<file path="src/rtl/loop_addr_table_p.sv">
// Loop-address table for the loop-buffer front end.
// Trains backward-branch loop bodies and computes an unroll count with a
// restoring divide. Entries are kept in a small round-robin table. A table
// hit at the head of a fetch group drives the dispatch sequence.
module loop_addr_table_p #(
    parameter int FETCH_W   = 4,
    parameter int ADDR_W    = 16,
    parameter int ENTRIES   = 4,
    parameter int BUF_DEPTH = 64,
    parameter int CNT_W     = $clog2(BUF_DEPTH + 1)
) (
    input  logic                      clk,
    input  logic                      rst,
    input  logic                      fetch_vld_in,
    input  logic [FETCH_W-1:0]        bck_lp_bus_in,
    input  logic [FETCH_W*ADDR_W-1:0] pc_in,
    input  logic                      mis_pred_in,
    output logic [1:0]                lbd_state_out,
    output logic                      loop_strt_out,
    output logic                      fnsh_unrll_out,
    output logic                      stll_ftch_out,
    output logic [FETCH_W-1:0]        inst_valid_out
);
    localparam int PTR_W  = (ENTRIES > 1) ? $clog2(ENTRIES) : 1;
    localparam int LANE_W = (FETCH_W > 1) ? $clog2(FETCH_W) : 1;

    localparam logic [1:0] ST_IDLE     = 2'b00;
    localparam logic [1:0] ST_TRAIN    = 2'b01;
    localparam logic [1:0] ST_CALC     = 2'b10;
    localparam logic [1:0] ST_DISPATCH = 2'b11;

    localparam logic [CNT_W:0]    DEPTH_X  = (CNT_W+1)'(BUF_DEPTH);
    localparam logic [CNT_W:0]    FW_X     = (CNT_W+1)'(FETCH_W);
    localparam logic [CNT_W:0]    ONE_X    = {{CNT_W{1'b0}}, 1'b1};
    localparam logic [CNT_W-1:0]  DEPTH_C  = CNT_W'(BUF_DEPTH);
    localparam logic [CNT_W-1:0]  STALL_TH = CNT_W'(BUF_DEPTH - FETCH_W);
    localparam logic [CNT_W-1:0]  ONE_C    = {{(CNT_W-1){1'b0}}, 1'b1};
    localparam logic [CNT_W-1:0]  ZERO_C   = {CNT_W{1'b0}};
    localparam logic [ADDR_W-1:0] ONE_A    = {{(ADDR_W-1){1'b0}}, 1'b1};

    // Table storage: {valid, start, fall, num, unroll} per entry
    logic [ENTRIES-1:0] tbl_vld_r;
    logic [ADDR_W-1:0]  tbl_start_r  [ENTRIES];
    logic [ADDR_W-1:0]  tbl_fall_r   [ENTRIES];
    logic [CNT_W-1:0]   tbl_num_r    [ENTRIES];
    logic [CNT_W-1:0]   tbl_unroll_r [ENTRIES];
    logic [PTR_W-1:0]   ptr_r;

    // Control state
    logic [1:0]        state_r, state_s;
    logic [ADDR_W-1:0] start_r, start_s, fall_r, fall_s;
    logic [CNT_W-1:0]  num_r, num_s, rem_r, rem_s, quot_r, quot_s;
    logic [CNT_W-1:0]  remaining_r, remaining_s, buf_cnt_r, buf_cnt_s;
    logic [PTR_W-1:0]  act_idx_r, act_idx_s;
    logic              first_r, first_s;
    logic              strt_r, strt_s, fnsh_r, fnsh_s, stll_r;

    // Per-group decode
    logic [ADDR_W-1:0]  lane_pc_s [FETCH_W];
    logic               hit_s, same_s, bck_any_s, end_hit_s;
    logic [PTR_W-1:0]   hit_idx_s, same_idx_s, wr_idx_s;
    logic [LANE_W-1:0]  bck_lane_s, end_lane_s;
    logic [ADDR_W-1:0]  cmp_fall_s;
    logic [FETCH_W-1:0] mask_s;
    logic [CNT_W-1:0]   mask_cnt_s;
    logic [CNT_W:0]     num_sum_s, buf_sum_s;
    logic               wr_en_s, inv_en_s;

    // Table lookups: hit on lane-0 PC and match on the trained start (lowest index wins)
    always_comb begin
        hit_s      = 1'b0;
        hit_idx_s  = {PTR_W{1'b0}};
        same_s     = 1'b0;
        same_idx_s = {PTR_W{1'b0}};
        for (int i = ENTRIES - 1; i >= 0; i--) begin
            // an entry with an empty body can never dispatch
            hit_s      = hit_s | (tbl_vld_r[i] && (tbl_num_r[i] != ZERO_C) &&
                                  (tbl_start_r[i] == pc_in[0 +: ADDR_W]));
            hit_idx_s  = (tbl_vld_r[i] && (tbl_num_r[i] != ZERO_C) &&
                          (tbl_start_r[i] == pc_in[0 +: ADDR_W])) ? PTR_W'(i) : hit_idx_s;
            same_s     = same_s | (tbl_vld_r[i] && (tbl_start_r[i] == start_r));
            same_idx_s = (tbl_vld_r[i] && (tbl_start_r[i] == start_r)) ? PTR_W'(i) : same_idx_s;
        end
        wr_idx_s = same_s ? same_idx_s : ptr_r;
    end

    // Lane decode: backward-branch lane, end lane, dispatch mask and its popcount
    always_comb begin
        cmp_fall_s = (state_r == ST_IDLE) ? tbl_fall_r[hit_idx_s] : fall_r;
        bck_any_s  = |bck_lp_bus_in;
        bck_lane_s = {LANE_W{1'b0}};
        end_hit_s  = 1'b0;
        end_lane_s = {LANE_W{1'b0}};
        mask_cnt_s = ZERO_C;
        for (int i = FETCH_W - 1; i >= 0; i--) begin
            lane_pc_s[i] = pc_in[i*ADDR_W +: ADDR_W];
            bck_lane_s   = bck_lp_bus_in[i] ? LANE_W'(i) : bck_lane_s;
            end_hit_s    = end_hit_s | ((lane_pc_s[i] + ONE_A) == cmp_fall_s);
            end_lane_s   = ((lane_pc_s[i] + ONE_A) == cmp_fall_s) ? LANE_W'(i) : end_lane_s;
        end
        for (int i = 0; i < FETCH_W; i++) begin
            mask_s[i]  = !end_hit_s || (LANE_W'(i) <= end_lane_s);
            mask_cnt_s = mask_cnt_s + {{(CNT_W-1){1'b0}}, mask_s[i]};
        end
        num_sum_s = {1'b0, num_r} + (end_hit_s ? ((CNT_W+1)'(end_lane_s) + ONE_X) : FW_X);
        buf_sum_s = {1'b0, buf_cnt_r} + {1'b0, mask_cnt_s};
    end

    // Lanes past the loop end are masked only while dispatching
    always_comb begin
        if (state_r == ST_DISPATCH) begin
            inst_valid_out = mask_s;
        end else begin
            inst_valid_out = {FETCH_W{1'b1}};
        end
    end

    // Next-state and datapath update for train, divide and dispatch
    always_comb begin
        state_s     = state_r;
        start_s     = start_r;
        fall_s      = fall_r;
        num_s       = num_r;
        rem_s       = rem_r;
        quot_s      = quot_r;
        remaining_s = remaining_r;
        buf_cnt_s   = buf_cnt_r;
        act_idx_s   = act_idx_r;
        first_s     = first_r;
        strt_s      = 1'b0;
        fnsh_s      = 1'b0;
        wr_en_s     = 1'b0;
        inv_en_s    = 1'b0;
        case (state_r)
            ST_IDLE: begin
                if (fetch_vld_in && hit_s) begin
                    // the hit group is counted as the first dispatch group
                    act_idx_s   = hit_idx_s;
                    fall_s      = tbl_fall_r[hit_idx_s];
                    strt_s      = 1'b1;
                    buf_cnt_s   = mask_cnt_s;
                    remaining_s = tbl_unroll_r[hit_idx_s] - {{(CNT_W-1){1'b0}}, end_hit_s};
                    if (remaining_s == ZERO_C) begin
                        fnsh_s = 1'b1;
                    end else begin
                        state_s = ST_DISPATCH;
                    end
                end else if (fetch_vld_in && bck_any_s) begin
                    fall_s  = lane_pc_s[bck_lane_s] + ONE_A;
                    num_s   = ZERO_C;
                    first_s = 1'b1;
                    state_s = ST_TRAIN;
                end else begin
                    state_s = ST_IDLE;
                end
            end
            ST_TRAIN: begin
                if (mis_pred_in) begin
                    state_s = ST_IDLE;
                end else if (fetch_vld_in) begin
                    if (num_sum_s > DEPTH_X) begin
                        state_s = ST_IDLE;
                    end else begin
                        num_s   = num_sum_s[CNT_W-1:0];
                        first_s = 1'b0;
                        start_s = first_r ? lane_pc_s[0] : start_r;
                        if (end_hit_s) begin
                            rem_s   = DEPTH_C;
                            quot_s  = ZERO_C;
                            state_s = ST_CALC;
                        end else begin
                            state_s = ST_TRAIN;
                        end
                    end
                end else begin
                    state_s = ST_TRAIN;
                end
            end
            ST_CALC: begin
                // one restoring-subtract step per cycle: quot = BUF_DEPTH / num
                if ((num_r != ZERO_C) && (rem_r >= num_r)) begin
                    rem_s  = rem_r - num_r;
                    quot_s = quot_r + ONE_C;
                end else begin
                    wr_en_s = 1'b1;
                    state_s = ST_IDLE;
                end
            end
            ST_DISPATCH: begin
                if (mis_pred_in) begin
                    inv_en_s = 1'b1;
                    state_s  = ST_IDLE;
                end else if (fetch_vld_in) begin
                    buf_cnt_s = buf_sum_s[CNT_W] ? {CNT_W{1'b1}} : buf_sum_s[CNT_W-1:0];
                    if (end_hit_s) begin
                        remaining_s = remaining_r - ONE_C;
                        if (remaining_s == ZERO_C) begin
                            fnsh_s  = 1'b1;
                            state_s = ST_IDLE;
                        end else begin
                            state_s = ST_DISPATCH;
                        end
                    end else begin
                        state_s = ST_DISPATCH;
                    end
                end else begin
                    state_s = ST_DISPATCH;
                end
            end
            default: begin
                state_s = ST_IDLE;
            end
        endcase
    end

    // Control registers and registered pulse/stall outputs
    always_ff @(posedge clk) begin
        if (rst) begin
            state_r     <= ST_IDLE;
            start_r     <= {ADDR_W{1'b0}};
            fall_r      <= {ADDR_W{1'b0}};
            num_r       <= ZERO_C;
            rem_r       <= ZERO_C;
            quot_r      <= ZERO_C;
            remaining_r <= ZERO_C;
            buf_cnt_r   <= ZERO_C;
            act_idx_r   <= {PTR_W{1'b0}};
            first_r     <= 1'b0;
            strt_r      <= 1'b0;
            fnsh_r      <= 1'b0;
            stll_r      <= 1'b0;
        end else begin
            state_r     <= state_s;
            start_r     <= start_s;
            fall_r      <= fall_s;
            num_r       <= num_s;
            rem_r       <= rem_s;
            quot_r      <= quot_s;
            remaining_r <= remaining_s;
            buf_cnt_r   <= buf_cnt_s;
            act_idx_r   <= act_idx_s;
            first_r     <= first_s;
            strt_r      <= strt_s;
            fnsh_r      <= fnsh_s;
            stll_r      <= (state_s == ST_DISPATCH) && (buf_cnt_s >= STALL_TH);
        end
    end

    // Table write after divide (overwrite same start, else round-robin) and dispatch invalidation
    always_ff @(posedge clk) begin
        if (rst) begin
            tbl_vld_r <= {ENTRIES{1'b0}};
            ptr_r     <= {PTR_W{1'b0}};
            for (int i = 0; i < ENTRIES; i++) begin
                tbl_start_r[i]  <= {ADDR_W{1'b0}};
                tbl_fall_r[i]   <= {ADDR_W{1'b0}};
                tbl_num_r[i]    <= ZERO_C;
                tbl_unroll_r[i] <= ZERO_C;
            end
        end else if (wr_en_s) begin
            tbl_vld_r[wr_idx_s]    <= 1'b1;
            tbl_start_r[wr_idx_s]  <= start_r;
            tbl_fall_r[wr_idx_s]   <= fall_r;
            tbl_num_r[wr_idx_s]    <= num_r;
            tbl_unroll_r[wr_idx_s] <= quot_r;
            ptr_r                  <= same_s ? ptr_r : (ptr_r + {{(PTR_W-1){1'b0}}, 1'b1});
        end else if (inv_en_s) begin
            tbl_vld_r[act_idx_r] <= 1'b0;
        end
    end

    assign lbd_state_out  = state_r;
    assign loop_strt_out  = strt_r;
    assign fnsh_unrll_out = fnsh_r;
    assign stll_ftch_out  = stll_r;

endmodule

</file>
<file path="config.mk">
export PLATFORM = sky130hd
export DESIGN_NAME = loop_addr_table_p
export DESIGN_NICKNAME = d
export VERILOG_FILES = /design/src/rtl/loop_addr_table_p.sv
export SDC_FILE = /design/constraint.sdc
export NUM_CORES = 1
export LEC_CHECK = 0
export ABC_AREA = 1
export CAP_MARGIN = 20
export CORE_UTILIZATION = 56
export CTS_CLUSTER_SIZE = 24
export DETAILED_ROUTE_END_ITERATION = 7
export DONT_BUFFER_PORTS = 1
export PLACE_DENSITY = 0.69
export SYNTH_ARGS = -nofsm -noshare
export SYNTH_HDL_FRONTEND = slang
export SYNTH_SLANG_ARGS = --single-unit
</file>
<file path="constraint.sdc">
create_clock -name clk -period 7.6 [get_ports clk]
set_input_delay 0.76 -clock clk [delete_from_list [all_inputs] [get_ports clk]]
set_output_delay 0.76 -clock clk [all_outputs]
set_load 0.02 [all_outputs]
</file>
==> results.json <==
{
  "outcome": "complete, no violations",
  "finalSetupViolCount": 0,
  "die_area_mm2": 0.0330,
  "syn_inst": 2535,
  "rsz0062_at_grt": "no",
  "arrival_ns": 7.44,
  "tightest_slew_ns": 0.956,
  "cp-start-kind": "flip-flop",
  "detail-route-antenna-nets": 0,
  "synth_area_leaders": "edfxtp_1 (31%), nand2_1 (12%), dfxtp_1 (9.0%), nor2_1 (7.8%), inv_1 (7.0%)",
  "clk_latency_ns": 0.58,
  "routed_wl_um": 62300,
  "path_class": "reg -> reg",
  "via_count": 17500,
  "drtIter0Drc": 2132,
  "grt_pass1_wl_um": 93900,
  "slew_violations": 0,
  "async_flop_share_pct": 0,
  "powerDensity_mw_per_mm2": 178,
  "die_y_um": 182,
  "synth.ff_latch_count": 265,
  "fin_cells": 2924,
  "maxSlewHeadroom_pct": 36.2,
  "grt_overflow_total": 0,
  "cts_resized": 0,
  "synthAdderAreaFrac_pct": 2.55,
  "htreeDepth": 1,
  "post_drt_wl_per_cell_um": 21.3,
  "place_ws_ns": 0.311,
  "hold_violations": 0,
  "ios": 81,
  "crit_top_cell": "nand2_1",
  "fp-row-count": 65,
  "drc": 0,
  "ir_drop_v": 0.000216,
  "syn_nets": 2642,
  "synth_flop_cell": "edfxtp_1",
  "yosysUniqueCellTypes": 61,
  "slowest_delay_ns": 0.47,
  "critPathRequiredTime_ns": 8.10,
  "cts_setup_buffers": 0,
  "firstDrtPassIters": 6,
  "place.gp.congestion": 1.04,
  "grt_pass1_vias": 15900,
  "setup_tns_ns": 0,
  "synth_compound_area_share_pct": 9.44,
  "yosysMostFrequentCell": "nand2_1",
  "synth_top_cell_by_area": "edfxtp_1",
  "skew_ns": 0.0268,
  "cp-end-kind": "flip-flop",
  "avgSynthCellArea_um2": 7.14,
  "die_w_um": 182,
  "yosysSeqAreaShare_pct": 39.5,
  "hp-class": "in -> reg",
  "grt_usage_pct": 37.5,
  "path_buf_inv": 7,
  "fin_crit_ns": 6.94,
  "ys_warn_count": 0,
  "synthSimpleGateAreaFrac_pct": 33.1,
  "synth_mux_area_share_pct": 0,
  "synthXorXnorAreaFrac_pct": 5.37,
  "drive_gt1_share_pct": 5.95,
  "setup_ws_ns": 0.659,
  "final.period_utilization_pct": 91.3,
  "fin_util_pct": 61.2,
  "fillers": 2918,
  "synth_area_mm2": 0.0181,
  "cts_tree": "done",
  "num_antenna_cells": 0,
  "grt_max_degree": 48,
  "port_buffers": 0,
  "dpl.hpwl_um": 46500,
  "cts_hold_buf": 0,
  "p_leak_nw": 8.34,
  "cts_root_buf": "clkbuf_16",
  "ys_top_cells_by_count": "nand2_1 (592), nor2_1 (378), inv_1 (335)",
  "synth_top_family_by_area": "simple AND/OR/NAND/NOR gates",
  "numCtsBuffers": 29,
  "fin_nets": 2606,
  "antenna_found_initial": 1,
  "finalPower_mw": 3.44,
  "coreArea_mm2": 0.0316,
  "cts.sinks": 265,
  "syn_to_final_growth_pct": 7.02,
  "drv_cap": 0,
  "start_util_pct": 57.2,
  "via_per_inst": 5.98,
  "clkSlewWorstSetupHoldPaths_ns": 0.06,
  "cp_max_fo": 34,
  "clockBufferDepth": 3,
  "slowest_stage": "edfxtp_1",
  "cp_top_family": "simple AND/OR/NAND/NOR gates",
  "timing.fmax_mhz": 144,
  "synth_enable_flop_cells": 184,
  "synth_top_area_share_pct": 30.5,
  "placedCellCount": 2867
}
## report_power, final
| group | switching [mW] | internal, mW | total, mW |
|---|---|---|---|
| clock | 0.589 | 0.804 | 1.39 |
| combinational | 0.298 | 0.129 | 0.427 |
| sequential | 0.0318 | 1.59 | 1.62 |
## cells by family after synthesis
| group | count (synthesis) |
|---|---|
| compound gates | 282 |
| xor+xnor | 111 |
| fa+ha+maj | 35 |
| buf+inv | 458 |
| flops | 265 |
| other cells | 1 |
| simple gates | 1383 |
## stage by stage
step,hold slack [ns],area [um^2]
floorplan,0.438,18100
global placement,0.446,18400
detailed placement,0.449,18400
CTS,0.231,19300
global route,0.241,19400
finish,0.246,19400
## state kept, by name, indices dropped and copies added (netlist names), 16 cells and up
name / flops
fall_r: 16
tbl_unroll_r: 28
tbl_start_r: 64
tbl_fall_r: 64
tbl_num_r: 28
start_r: 16
## placed cells by master, fill, tap and decap left out, types with 5 or more instances in the layout
cell type  instances
a32oi_1            7
xnor2_1           35
o21ai_0           83
clkbuf_1           9
ha_1              31
a22oi_1            8
a21oi_1           85
nor2_1           378
nand2_1          589
a31oi_1            9
o22ai_1           22
a221oi_1          11
nand3_1          238
a211oi_1           6
nand3b_1          31
nand2_2           22
clkinv_2           5
dfxtp_1           81
inv_2             17
o211ai_1           9
clkinv_1          12
nand3_2           12
xor2_1            76
buf_4             29
nor4_1             9
o21ai_1            7
nor3_1            43
clkbuf_16         29
a2111oi_0          5
nand4_1           28
inv_1            334
edfxtp_1         184
or2_2              6
a21oi_2            7
## metal layers
metal | vias to the layer above | part of all wire (%) | track usage (%)
met1 | 8182 | 41 | 51.0
met4 | 0 | 3.8 | 13.9
met2 | 980 | 44 | 59.4
met3 | 136 | 11 | 7.28
met5 | - | 0 | 0
li1 | 8191 | - | -
## area by class of cell
type                            instances  area, um^2  share of cell area, %
Tap cell                              402         503                   2.60
Inverter                              360        1350                   6.98
Sequential cell                       265        7150                   36.9
Clock buffer                           41         801                   4.14
Multi-Input combinational cell       1812        9170                   47.3
Clock inverter                         13         134                  0.692
Timing Repair Buffer                   31         258                   1.33
## worst paths after layout
path | slack [ns] | endpoint | startpoint | depth (start not counted)
worst max register to register | 0.66 | stll_ftch_out | tbl_start_r[0][0] | 42
worst min register to register | 0.46 | first_r | first_r | 2
worst max-delay path | 0.66 | stll_ftch_out | tbl_start_r[0][0] | 42
worst min-delay path | 0.25 | fall_r[5] | rst | 1
Power figures use the tool's default switching activity.
